--- config.mk ---
export PLATFORM = sky130hd
export DESIGN_NAME = ibex_data_bus_demux
export DESIGN_NICKNAME = d
export VERILOG_FILES = /design/src/rtl/ibex_data_bus_demux.sv
export SDC_FILE = /design/constraint.sdc
export NUM_CORES = 1
export LEC_CHECK = 0
export ABC_AREA = 1
export CAP_MARGIN = 20
export CORE_AREA = 2 2 124 126
export DETAILED_ROUTE_END_ITERATION = 6
export DIE_AREA = 0 0 126 128
export MAX_ROUTING_LAYER = met4
export PLACE_DENSITY = 0.54
export SLEW_MARGIN = 20
export SYNTH_ARGS = -nofsm -noshare
export SYNTH_HDL_FRONTEND = slang
export SYNTH_SLANG_ARGS = --single-unit
--- constraint.sdc ---
create_clock -name clk -period 1.8 [get_ports clk]
set_input_delay 0.27 -clock clk [delete_from_list [all_inputs] [get_ports clk]]
set_output_delay 0.27 -clock clk [all_outputs]
set_load 0.01 [all_outputs]
--- src/rtl/ibex_data_bus_demux.sv ---
// Ibex-style data bus demultiplexer: one LSU master fanned out to NUM_SLAVES
// slaves by address decode, with a single outstanding transaction, error
// responses for unmapped addresses and a response timeout.
module ibex_data_bus_demux #(
  parameter int unsigned                NUM_SLAVES     = 4,
  parameter logic [NUM_SLAVES*32-1:0]   SLAVE_BASE     = {NUM_SLAVES{32'h0}},
  parameter logic [NUM_SLAVES*32-1:0]   SLAVE_MASK     = {NUM_SLAVES{32'h0}},
  parameter int unsigned                TIMEOUT_CYCLES = 255
) (
  input  logic                       clk,
  input  logic                       rst_n,
  input  logic                       m_req,
  input  logic [31:0]                m_addr,
  input  logic                       m_we,
  input  logic [3:0]                 m_be,
  input  logic [31:0]                m_wdata,
  output logic                       m_gnt,
  output logic                       m_rvalid,
  output logic                       m_err,
  output logic [31:0]                m_rdata,
  output logic [NUM_SLAVES-1:0]      s_req,
  output logic [31:0]                s_addr,
  output logic                       s_we,
  output logic [3:0]                 s_be,
  output logic [31:0]                s_wdata,
  input  logic [NUM_SLAVES-1:0]      s_gnt,
  input  logic [NUM_SLAVES-1:0]      s_rvalid,
  input  logic [NUM_SLAVES-1:0]      s_err,
  input  logic [NUM_SLAVES*32-1:0]   s_rdata
);

  localparam int unsigned SelW = (NUM_SLAVES > 1) ? $clog2(NUM_SLAVES) : 1;
  localparam int unsigned CntW = (TIMEOUT_CYCLES > 0) ? $clog2(TIMEOUT_CYCLES + 1) : 1;

  typedef enum logic [1:0] {
    IDLE     = 2'd0,
    WAIT_RSP = 2'd1,
    ERR_RSP  = 2'd2
  } state_e;

  state_e                state_q, state_d;
  logic [SelW-1:0]       sel_q, sel_d;
  logic [CntW-1:0]       cnt_q, cnt_d;
  logic [NUM_SLAVES-1:0] stale_q, stale_d;

  logic                  hitValid;
  logic [SelW-1:0]       hitIdx;
  logic                  canIssue;
  logic                  issueMiss;
  logic                  issueHit;
  logic                  issueGnt;
  logic [NUM_SLAVES-1:0] issueReq;
  logic                  timeoutHit;

  // Address, write enable, byte enables and write data go to every slave.
  assign s_addr  = m_addr;
  assign s_we    = m_we;
  assign s_be    = m_be;
  assign s_wdata = m_wdata;

  // Address decode; scanning downwards lets the lowest matching index win.
  always_comb begin
    hitValid = 1'b0;
    hitIdx   = '0;
    for (int i = NUM_SLAVES - 1; i >= 0; i--) begin
      if ((m_addr & SLAVE_MASK[32*i +: 32]) == SLAVE_BASE[32*i +: 32]) begin
        hitValid = 1'b1;
        hitIdx   = SelW'(i);
      end
    end
  end

  // A new request may be accepted when idle or in the cycle the current response returns.
  always_comb begin
    canIssue  = rst_n && ((state_q == IDLE) || ((state_q == WAIT_RSP) && s_rvalid[sel_q]));
    issueMiss = canIssue && m_req && !hitValid;
    issueHit  = canIssue && m_req && hitValid && !stale_q[hitIdx];
    issueReq  = '0;
    if (issueHit) begin
      issueReq[hitIdx] = 1'b1;
    end
    issueGnt  = issueHit && s_gnt[hitIdx];
    timeoutHit = (TIMEOUT_CYCLES != 0) && (state_q == WAIT_RSP) && !s_rvalid[sel_q] &&
                 ((32'(cnt_q) + 32'd1) == TIMEOUT_CYCLES);
  end

  // State, selected slave, timeout counter and stale flags.
  always_ff @(posedge clk) begin
    if (!rst_n) begin
      state_q <= IDLE;
      sel_q   <= '0;
      cnt_q   <= '0;
      stale_q <= '0;
    end else begin
      state_q <= state_d;
      sel_q   <= sel_d;
      cnt_q   <= cnt_d;
      stale_q <= stale_d;
    end
  end

  // Next-state logic: response tracking, timeout, then any newly issued request.
  always_comb begin
    state_d = state_q;
    sel_d   = sel_q;
    cnt_d   = cnt_q;
    stale_d = stale_q & ~s_rvalid;
    unique case (state_q)
      IDLE: begin
        state_d = IDLE;
      end
      WAIT_RSP: begin
        if (s_rvalid[sel_q]) begin
          state_d = IDLE;
        end else begin
          if (32'(cnt_q) < TIMEOUT_CYCLES) begin
            cnt_d = cnt_q + 1'b1;
          end
          if (timeoutHit) begin
            state_d        = ERR_RSP;
            stale_d[sel_q] = 1'b1;
          end
        end
      end
      ERR_RSP: begin
        state_d = IDLE;
      end
      default: begin
        state_d = IDLE;
      end
    endcase
    if (issueMiss) begin
      state_d = ERR_RSP;
    end else if (issueGnt) begin
      state_d = WAIT_RSP;
      sel_d   = hitIdx;
      cnt_d   = '0;
    end
  end

  // Outputs: request/grant from the issue logic, response steered from the selected slave.
  always_comb begin
    s_req    = issueReq;
    m_gnt    = issueMiss | issueGnt;
    m_rvalid = 1'b0;
    m_err    = 1'b0;
    m_rdata  = '0;
    unique case (state_q)
      WAIT_RSP: begin
        m_rvalid = s_rvalid[sel_q];
        m_err    = s_err[sel_q];
        m_rdata  = s_rdata[{sel_q, 5'b00000} +: 32];
      end
      ERR_RSP: begin
        m_rvalid = 1'b1;
        m_err    = 1'b1;
      end
      default: begin
        m_rvalid = 1'b0;
      end
    endcase
  end

endmodule

### Word-level counts from Yosys, hierarchy flattened

Index checks and enable logic that the tools add are counted.

| cells by class | value |
|---|---|
| $add $sub $neg | 2 |
| order comparisons | 1 |
| equal/unequal tests | 4 |
| multiplexer cells | 11 |
| bitwise gates (word level) | 5 |
| reduce and logical (&&, ||, !) cells | 14 |

Operator list:

| operator | number |
|---|---|
| 32-bit 2-to-1 mux | 1 |
| 8-bit by 1-bit adder with 9-bit output (second input constant) | 1 |
| 9-bit by 8-bit equality test with 1-bit output (second input constant) | 1 |
| 8-bit by 1-bit adder with 8-bit output (second input constant) | 1 |
| 8-bit less-than comparator (second input constant) | 1 |
| 1-bit 2-to-1 mux | 8 |
| 1-bit logical AND | 7 |
| 4-bit AND | 1 |
| 4-bit by 3-bit inequality test with 1-bit output (second input constant) | 1 |
| 4-bit inverter | 1 |
| 1-bit case mux with 2 select lines | 2 |
| 4-bit OR reduction | 1 |
| 1-bit inverter | 3 |
| 3-bit AND reduction | 1 |
| 2-bit by 1-bit equality test with 1-bit output (second input constant) | 1 |
| 2-bit equality test (second input constant) | 1 |
| 1-bit logical NOT | 2 |
| 2-bit logical NOT | 1 |
| 2-bit OR reduction | 1 |
| 1-bit logical OR | 1 |

| storage, ports and cells | value |
|---|---|
| register bits | 14 |
| output and inout port bits | 108 |
| logic and storage cells | 41 |

### Longest topological paths before layout

| logic depth | value |
|---|---|
| depth after elaboration | 8 |
| depth in mapped cells | 12 |
| depth with buffers taken out | 11 |

### Least setup slack after synthesis

Ideal clock, no wire load.

| path | value |
|---|---|
| path kind | reg2reg |
| start point | reg state_q[1] |
| end point | reg cnt_q[0] |
| data arrival time | 1319 ps |
| required time | 1734 ps |
| path slack | 415 ps |
| cell stages (with the launch flop) | 13 |
| buffers on the path | 1 |
| cell sequence | dfxtp_1 > inv_1 > ha_1 > buf_6 > nand2_2 > inv_2 > o21ai_2 > inv_2 > nand2_2 > nand2_4 > inv_2 > o21ai_1 > a21oi_2 |

| on the way | value |
|---|---|
| longest elaborated chain between the ends | 8 |
| elaborated cells between the ends (all ways) | 10 |
| those cells by class | eq/ne: 1; reduce/logical: 9 |

RTL lines:

| item | RTL line | text |
|---|---|---|
| start, declared | 41 | `state_e state_q, state_d;` |
| start signal, assigned | 95 | `state_q <= state_d;` |
| 2-bit by 1-bit equality test with 1-bit output | 75 | `canIssue = rst_n && ((state_q == IDLE) \|\| ((state_q == WAIT_RSP) && s_rvalid[sel_q]));` |
| 1-bit logical AND | 75 |  |
| 1-bit logical OR * | 75 |  |
| 1-bit logical AND * | 75 |  |
| 1-bit logical AND * (2 in a row) | 77 | `issueHit = canIssue && m_req && hitValid && !stale_q[hitIdx];` |
| net issueHit | 50 | `logic issueHit;` |
| 1-bit logical AND * | 82 | `issueGnt = issueHit && s_gnt[hitIdx];` |
| 2-bit OR reduction (no line) * | -- |  |
| end signal, assigned | 97 | `cnt_q <= cnt_d;` |
| end, declared | 43 | `logic [CntW-1:0] cnt_q, cnt_d;` |

The timed path passes the listed nets; every way through them passes the cells marked *.
A chain may end at the register's enable or synchronous reset.

### Worst setup path in the final report

| path | value |
|---|---|
| start point | reg state_q[1] |
| end point | out m_rvalid |

| on the way | value |
|---|---|
| longest elaborated chain between the ends | 2 |
| elaborated cells between the ends (all ways) | 3 |
| those cells by class | eq/ne: 2; mux: 1 |

RTL lines:

| item | RTL line | text |
|---|---|---|
| 2-bit equality test / 2-bit by 1-bit equality test with 1-bit output (equally long branches) | 148 | `unique case (state_q)` |
| 1-bit case mux with 2 select lines * | 148 |  |
| end, declared | 18 | `output logic m_rvalid,` |

Mark *: on every way between the ends. The rest lies on a longest branch, timed or not.

==> summary.md <==
| Metric | Value |
|---|---|
| Drt pass-1 iters | `4` |
| Share of layout cells above drive strength 1 | `18.8%` |
| Commonest non-fill, non-tap cell in the layout | `nand2_1` |
| Std-Cell Rows | `45` |
| Comb power frac | `around a fifth` |
| Setup violators final | `0` |
| Yosys warnings | `0` |
| # Max-Cap Violations | `0` |
| CTS Root Cell | `clkbuf_16` |
| Pin count of the biggest net entering global routing | `31` |
| Initial antenna violation count | `0` |
| Port Buf Inserts | `73` |
| Synth area leaders | `buf_4, dfxtp_1, nand2_1, inv_1, ha_1` |
| GR Overflow Total | `0` |
| Vias in the first global route | `1111` |
| Startpoint types | `flop` |
| I/O pin total | `between 300 and 400` |
| Postcts setup bufs | `0` |
| H-tree depth | `1` |
| Fin crit period | `around 1.7 ns` |
| Fillers | `1754` |
| Netlist cell types | `25` |
| Die height | `~130 µm` |
| Nets@finish | `~480` |
| Final hold viol count | `0` |
| CP delay by family, top | `buffers and inverters` |
| Top-area cell type share of the netlist area | `approximately 34%` |
| Design area | `about 0.0021 mm²` |
| Net switching power | `about 0.00018 W` |
| Die X-Extent | `roughly 130 µm` |
| FMAX | `0.584 GHz` |
| Finished Core Util | `between 10 and 15%` |
| DRT iter0 DRCs | `10` |
| Synthesized area | `0.00161 mm²` |
| Clock buffer depth | `2` |
| CP Buf/Inv Count | `4` |
| Flop pwr share | `29.9%` |
| Tcrit/Tclk final | `between 90% and 100%` |
| Fin Setup TNS | `0 ns` |
| Post-DR wirelength/cell | `9.60 µm` |
| CTS Buf Count | `3` |
| Maximum fanout along the worst path | `2` |
| Core area | `around 0.015 mm²` |
| Worst Setup EP | `m_rvalid` |
| DP Wirelength | `approximately 3600 µm` |
| Worst R2R Setup Slack | `approximately 0.27 ns` |
| Worst EP arrival | `1.44 ns` |
| Critical-path top delay cell | `dfxtp_2` |
| ANT cells | `0` |
| Initial Utilization | `between 10% and 20%` |
| Clk_skew | `0.000992 ns` |
| CP max stage delay | `around 0.32 ns` |
| WL final | `approximately 4300 µm` |
| Power Density | `just under 400 mW/mm²` |
| Worst-Skew Late Latency | `~0.24 ns` |
| Status | `finished, final reports clean` |
| Post-synthesis sequential area ratio | `13.7%` |
| Power Internal | `0.000653 W` |
| Clock group share of total power | `approximately half` |
| Worst Path Required | `1.53 ns` |
| Die ar. | `about 0.016 mm²` |
| Reg-to-Reg Start | `cnt_q[1]` |
| R2R cell count | `9` |
| Critical path, cell by cell | `inv_2 > buf_4 > ha_1 > inv_1 > a21oi_1 > dlygate4sd2_1` |
| Dpl cell area | `around 0.0021 mm²` |
| Vias/cell | `a little under 3` |
| Seq cells post-synth | `11` |
| Clk slew on worst S/H paths | `approximately 0.040 ns` |
| R2r endpoint | `cnt_q[1]` |
| Routed vias | `1329` |
| Antenna Violating Nets Remaining | `0` |
| HP Class | `flop to flop` |
| Layout area overhead | `32.6%` |
| Post-synthesis instance total | `250` |
| DR DRC count | `0` |
| GRT Total Usage | `5.25%` |
| Worst Setup End Kind | `primary output` |
| CP Class | `flop to primary output` |
| Clk sinks | `11` |
| Pwr Total | `~0.00084 W` |
| Switching share of power | `21.9%` |
| Largest area contributor in the netlist | `buf_4` |
| GP Congestion | `just over 0.7` |
| Critical Path Stages | `6` |
| Mean area per synthesized cell | `6.42 µm²` |
| P_leak | `about 1.2 nW` |
| CTS tree | `built` |
| Hold bufs inserted after CTS | `0` |
| Start point of the critical path | `state_q[1]` |
| First-pass GRT wire length | `slightly above 6000 µm` |
| Most frequent cells in the layout | `nand2_1, inv_1, clkdlybuf4s50_1, dlygate4sd2_1, nand3_1` |
| Max VDD drop | `roughly 0.23 mV` |
| RSZ-0062 raised after global routing | `false` |
| Slew Viols, Final | `0` |
-- registers in the layout (all words and copies together), names as in the netlist --
register / cells
stale_q: 1
state_q: 2
cnt_q: 8
-- worst min-delay path by stage --
stage                     from         end  cells after the start  slack, ns
floorplan                rst_n  stale_q[0]                      2       0.40
global placement    stale_q[0]  stale_q[0]                      2       0.45
detailed placement  stale_q[0]  stale_q[0]                      2       0.46
CTS                 stale_q[0]  stale_q[0]                      2       0.47
global route        stale_q[0]  stale_q[0]                      2       0.51
finish              stale_q[0]  stale_q[0]                      2       0.47
-- synth_stat cells --
library cell  number
conb_1             1
nor2_4             1
a21oi_2            6
nor3_1             1
a211oi_2           2
nand3_2            1
nand2_2            7
ha_1               5
buf_6              1
nor2_2             5
o21ai_2            3
clkbuf_1           3
buf_4             73
a21oi_1            7
nor2_1             5
buf_12             1
inv_2              4
inv_6              1
nand3_1           10
nand2_4            1
nand2_1           51
inv_1             48
dfxtp_1           11
o21ai_1            1
o21bai_1           1
-- worst reg2reg max path: cells and delay by family, from the launching register on --
kind | cells | cell delay [ns]
buffers and inverters | 3 | 0.38
AO/OA/AOI/OAI | 2 | 0.16
flip-flops | 1 | 0.41
AND/OR/NAND/NOR | 3 | 0.24
adder cells (fa/ha/maj) | 1 | 0.22
-- repair_timing --
item                                    4_1_cts  5_1_grt
endpoints found under the setup margin       36        3
pin swaps                                     0        1
resized for setup                            39        4
hold endpoints to repair                      0        0
cloned                                        0        0
-- metrics by stage --
stage | instances | hold WS (ns) | setup WS (ns)
after global placement | 445 | 0.453 | -0.211
after detailed placement | 445 | 0.456 | -0.211
after global routing | 449 | 0.507 | 0.00121
final | 449 | 0.474 | 0.0871
after CTS | 449 | 0.473 | -0.00799
after floorplan | 252 | 0.402 | 0.415
-- power groups by stage --
stage / clock (W) / combinational [W] / sequential [W]
after floorplan: 0 / 0.000218 / 0.000254
after global placement: 0 / 0.000180 / 0.000254
after detailed placement: 0 / 0.000180 / 0.000254
after CTS: 0.000430 / 0.000172 / 0.000250
after global routing: 0.000436 / 0.000185 / 0.000251
final: 0.000416 / 0.000170 / 0.000250
-- layer usage --
layer  global-route usage, %  vias to the layer above  routed length, µm
li1                        -                      679                  -
met1                    4.38                      521               1380
met2                    6.89                       98               1680
met3                    4.34                       31                843
met4                    5.56                        0                405
met5                       -                        -                  0
-- logic make-up after synthesis --
logic type,Yosys count,synth area share [%]
adder cells (fa/ha/maj),5,3.90
AND/OR/NAND/NOR,82,23.2
other,1,0.234
buffers and inverters,131,49.5
AO/OA/AOI/OAI,20,9.43
flip-flops,11,13.7
-- cell type report --
type / count / area (µm²) / area share (%)
repair buffers: 83 / 774 / 36.4
flip-flops and latches: 11 / 223 / 10.5
well taps: 188 / 235 / 11.1
multi-input cells: 110 / 613 / 28.8
clock buffers: 4 / 78.8 / 3.70
inverters: 53 / 204 / 9.58
Power figures use the tool's default switching activity.
